[src/rtl/fetch_pkg.sv]
// Shared definitions for the instruction fetch controller: FSM encoding,
// default instruction memory depth and the NOP word used for cleared outputs.
package fetch_pkg;

  typedef enum logic [1:0] {
    ST_IDLE,
    ST_FETCH,
    ST_HOLD,
    ST_HALTED
  } fetch_state_e;

  localparam int          IMEM_WORDS_DEFAULT = 128;
  localparam logic [31:0] NOP                = 32'h0000_0000;

endpackage

[src/rtl/fetch_controller.sv]
// Instruction fetch controller: walks the PC through a combinational-read
// instruction memory and hands words to decode over a valid/ready handshake.
module fetch_controller
  import fetch_pkg::*;
#(
  parameter logic [31:0] RESET_PC   = 32'h0000_0000,
  parameter int          IMEM_WORDS = IMEM_WORDS_DEFAULT
) (
  input  logic        Clk,
  input  logic        Rst,
  output logic [31:0] ImemAddress,
  input  logic [31:0] ImemInstruction,
  input  logic        Redirect,
  input  logic [31:0] RedirectTarget,
  input  logic        Halt,
  output logic        InstrValid,
  input  logic        InstrReady,
  output logic [31:0] Instruction,
  output logic [31:0] InstrPC,
  output logic        Halted,
  output logic        Fault,
  output logic [15:0] FetchCount
);

  localparam logic [29:0] MEM_WORDS = 30'(IMEM_WORDS);
  localparam logic [29:0] LAST_IDX  = 30'(IMEM_WORDS - 1);

  fetch_state_e r_state;
  logic [31:0]  r_pc;
  logic         r_valid;
  logic [31:0]  r_instr;
  logic [31:0]  r_instr_pc;
  logic         r_halted;
  logic         r_fault;
  logic [15:0]  r_count;

  logic w_hs;
  logic w_target_bad;
  logic w_last;

  assign w_hs         = r_valid & InstrReady;
  assign w_target_bad = (RedirectTarget[1:0] != 2'b00) || (RedirectTarget[31:2] >= MEM_WORDS);
  assign w_last       = (r_pc[31:2] == LAST_IDX);

  always_ff @(posedge Clk or negedge Rst) begin
    if (!Rst) begin
      r_state    <= ST_IDLE;
      r_pc       <= RESET_PC;
      r_valid    <= 1'b0;
      r_instr    <= NOP;
      r_instr_pc <= 32'h0;
      r_halted   <= 1'b0;
      r_fault    <= 1'b0;
      r_count    <= 16'h0;
    end else begin
      if (w_hs && (r_count != 16'hFFFF))
        r_count <= r_count + 16'd1;

      case (r_state)
        ST_IDLE: r_state <= ST_FETCH;

        ST_FETCH, ST_HOLD: begin
          if (Halt) begin
            // A held word survives the halt and is drained in HALTED.
            r_state  <= ST_HALTED;
            r_halted <= 1'b1;
            if (w_hs)
              r_valid <= 1'b0;
          end else if (Redirect) begin
            r_valid <= 1'b0;
            if (w_target_bad) begin
              r_fault  <= 1'b1;
              r_halted <= 1'b1;
              r_state  <= ST_HALTED;
            end else begin
              r_pc    <= RedirectTarget;
              r_state <= ST_FETCH;
            end
          end else if (!r_valid || InstrReady) begin
            r_instr    <= ImemInstruction;
            r_instr_pc <= r_pc;
            r_valid    <= 1'b1;
            // The PC stays on the last word so the address never leaves memory.
            if (w_last) begin
              r_fault  <= 1'b1;
              r_halted <= 1'b1;
              r_state  <= ST_HALTED;
            end else begin
              r_pc    <= r_pc + 32'd4;
              r_state <= ST_FETCH;
            end
          end else begin
            r_state <= ST_HOLD;
          end
        end

        ST_HALTED: begin
          if (w_hs)
            r_valid <= 1'b0;
        end

        default: r_state <= ST_IDLE;
      endcase
    end
  end

  assign ImemAddress = r_pc;
  assign InstrValid  = r_valid;
  assign Instruction = r_instr;
  assign InstrPC     = r_instr_pc;
  assign Halted      = r_halted;
  assign Fault       = r_fault;
  assign FetchCount  = r_count;

endmodule

[config.mk]
export PLATFORM = sky130hd
export DESIGN_NAME = fetch_controller
export DESIGN_NICKNAME = d
export VERILOG_FILES = /design/src/rtl/fetch_pkg.sv /design/src/rtl/fetch_controller.sv
export SDC_FILE = /design/constraint.sdc
export NUM_CORES = 1
export LEC_CHECK = 0
export BUFFER_PORTS_ARGS = -buffer_cell sky130_fd_sc_hd__clkbuf_2
export CAP_MARGIN = 25
export CORE_ASPECT_RATIO = 1.2
export CORE_MARGIN = 4
export CORE_UTILIZATION = 40
export DETAILED_ROUTE_END_ITERATION = 10
export GPL_ROUTABILITY_DRIVEN = 0
export MAX_ROUTING_LAYER = met4
export PLACE_DENSITY = 0.66
export SYNTH_ARGS = -nofsm -noshare
export SYNTH_HDL_FRONTEND = slang
export SYNTH_SLANG_ARGS = --single-unit
[constraint.sdc]
create_clock -name Clk -period 2.6 [get_ports Clk]
set_clock_uncertainty 0.15 [all_clocks]
set_input_delay 0.52 -clock Clk [delete_from_list [all_inputs] [get_ports Clk]]
set_output_delay 0.52 -clock Clk [all_outputs]
set_load 0.02 [all_outputs]
==> run_results.csv <==
group,metric,value,unit
yosys,synth_area_leaders,"dfrtp_1 (53%), mux2_2 (13%), nand3_1 (2.2%), nand2_1 (1.6%), a21oi_1 (1.5%)",
die,initial_core_util,41.24,%
flow_run,cap_violations,0,
layout,syn_to_final_growth,34.99,%
yosys,synthTopCellsByCount,"dfrtp_1 (117), mux2_2 (66), nand3_1 (24), nand2_1 (23), a21oi_1 (17)",
setup_path,slowest_stage,"a2111o_1",
die,die_w,115.1,µm
yosys,postSynth.asyncResetShare,100.0,%
sta,drv_slew,0,
cts,post_cts_buffers,0,
yosys,synthFlopType,"dfrtp_1",
routing,drt-initial-drc-count,268,
power,leakagePower,3.599,nW
yosys,synthesis.area,5507,µm²
global_route,grt_overflow,0,
cts,cts_buffers,17,
routing,drt-met1-wl,5978,µm
yosys,synth_top_area_share,53.17,%
cts,clock_latency,410,ps
die,ios,184,
setup_path,r2r-start,"r_state[0]",
global_route,grt_usage,19.80,%
yosys,synth.largest_area_cell,"dfrtp_1",
setup_path,startpoint,"r_state[0]",
cts,cts.path.max_buffers,2,
die,core_region_area,13350,µm²
power,p_seq_share,36.8,%
placement,post_dp_cell_area,6867,µm²
setup_path,cp-end-kind,"flop",
placement,portBuffers,183,
global_route,antenna_found_initial,0,
layout,layout.nets,762,
setup_path,crit_family,"compound AO/OA/AOI/OAI gates",
yosys,ys_ff_latch,117,
setup_path,crit_type,"reg -> reg",
sta,timing.final.ws_setup,123.3,ps
cts,clkSinkCount,117,
yosys,synth_edf_count,0,
cts,cts_tree,"yes",
min_path,hold_class,"in -> reg",
routing,vias,4694,
setup_path,crit_arrival,2670,ps
power,internal_power,4.764,mW
layout,fillCellCount,1172,
sta,holdWs,194.0,ps
setup_path,cp_num_buf_inv,2,
sta,tightest_slew,594.1,ps
sta,rsz0062_at_grt,"false",
cts,htreeDepth,4,
power,pwr-share-clk,30.2,%
cts,path_clk_slew,50,ps
routing,first_pass_iters,4,
die,die_height,136.5,µm
layout,finalNonFillerCells,864,
yosys,yosysWarnings,0,
yosys,postSynthNetCount,547,
global_route,grt_max_degree,45,
sta,slew_headroom,60.39,%
placement,dp.cells,836,
power,swShare,34.63,%
sta,period_minus_slack,2477,ps
setup_path,cp_slowest_stage_delay,440,ps
yosys,synth.distinct_cells,59,
layout,n_antenna_cell,0,
routing,routed.top_layer,"met4",
placement,dp_hpwl,10980,µm
run_status,status,"finished clean",
power,pwr-share-comb,33.0,%
global_route,grt_pass1_wl,24050,µm
global_route,first_global_vias,4845,
routing,wl_met3,863,µm
cts,cts_root_buf,"clkbuf_16",
min_path,hold_path.startpoint,"ImemInstruction[31]",
sta,fmax,403.8,MHz
placement,pre_cts_slack,119.7,ps
power,power_density,980.5,nW/µm²
yosys,synth_cells,473,
power,ir_worst_vdd,643.4,µV
yosys,yosysMostFrequentCell,"dfrtp_1",
routing,wire_per_inst,17.09,µm
routing,viasPerCell,5.433,
layout,drive_above_1_share,46.41,%
yosys,synth_area_per_cell,11.64,µm²
sta,setup_violations,0,
setup_path,crit_chain,"inv_1 > ha_1 > nand2b_1 > or2_1 > a2111o_1 > buf_12 > a2111oi_0 > a311o_1",
sta,setup_tns,0,ps
yosys,seq_area_frac_synth,53.17,%
routing,ant_nets,0,
setup_path,cp_max_fo,21,
die,dieArea,15720,µm²
setup_path,critPathLaunchType,"flop",
layout,final_area,7433,µm²
routing,wl,14770,µm
routing,drc,0,
sta,min_period_over_period,95.26,%
power,netSwitchingPower,2.524,mW
setup_path,critPathRequiredTime,2790,ps
routing,routed-wl-met2,7662,µm
die,rows,46,
sta,final_hold_viol_count,0,
-- state kept, by name (all words and copies together), names as in the netlist --
name / count
ImemAddress: 32
InstrPC: 32
Instruction: 32
FetchCount: 16
r_state: 2
Fault: 1
Halted: 1
InstrValid: 1
-- layout by cell type (no fill, tap or decap), types with 5 or more instances in the layout --
cell type,instances
nor2_1,13
xor2_1,7
clkbuf_16,17
a31oi_1,8
inv_1,11
and2_1,6
nor4_1,13
mux2_2,66
buf_4,36
ha_1,5
dfrtp_1,117
nand2_1,23
and4_1,9
xnor2_1,8
nand4_1,11
and3_1,10
or3_1,6
clkbuf_2,182
nand3_1,24
or4_1,5
nor3_1,10
a21oi_1,17
o21ai_0,9
-- what timing repair did --
action | in CTS | in global routing
hold buffers | 1 | 0
endpoints found under the setup margin | 0 | 7
endpoints found under the hold margin | 40 | 0
gates resized for setup | 0 | 1
-- routing by layer --
layer	up-vias	track usage, %
li1	2214	-
met1	2301	24.16
met2	151	32.34
met3	28	3.892
met4	0	7.893
met5	-	-
-- cell families after synthesis --
group,Yosys count,synth area share (%)
and+or+nand+nor,146,15.27
AOI/OAI and AO/OA,81,10.82
buffers and inverters,39,2.999
adders and majority gates,5,1.136
muxes,70,14.22
xor gates and xnor gates,15,2.386
DFF,117,53.17
-- stage by stage --
| step | util, % | total power, mW |
|---|---|---|
| 2_1_floorplan | - | 4.137 |
| 6_report | 55.67 | 7.288 |
| 3_3_place_gp | 51.42 | 5.064 |
| 4_1_cts | 55.62 | 7.382 |
| 3_5_place_dp | 51.42 | 5.145 |
| 5_1_grt | 55.67 | 7.712 |
-- path summary, 6_finish.rpt --
| kind | to | slack (ps) | cells after the start |
|---|---|---|---|
| worst max-delay path | ImemAddress[16] | 120 | 8 |
| worst min-delay path | Instruction[31] | 190 | 2 |
| worst max register to register | ImemAddress[16] | 120 | 8 |
| worst min register to register | FetchCount[13] | 350 | 1 |
| max in group asynchronous | ImemAddress[12] | 1180 | 3 |
| min in group asynchronous | Instruction[8] | 520 | 2 |
-- final cells by class --
cell class	count	area (µm²)	share of cell area (%)
Multi-Input combinational cell	317	2429	32.67
Inverter	12	45.04	0.6060
Tap cell	168	210.2	2.828
Clock inverter	6	80.08	1.077
Timing Repair Buffer	223	1271	17.10
Sequential cell	117	2928	39.39
Clock buffer	21	470.5	6.329
-- power groups by stage --
stage / logic, mW / clock network (mW) / registers (mW)
after floorplan: 0.842 / 0 / 3.30
after global placement: 2.38 / 0 / 2.68
after detailed placement: 2.42 / 0 / 2.72
after CTS: 2.43 / 2.25 / 2.69
after global routing: 2.60 / 2.35 / 2.77
final: 2.40 / 2.20 / 2.68
Note: power is estimated with default switching activity, not from simulation.
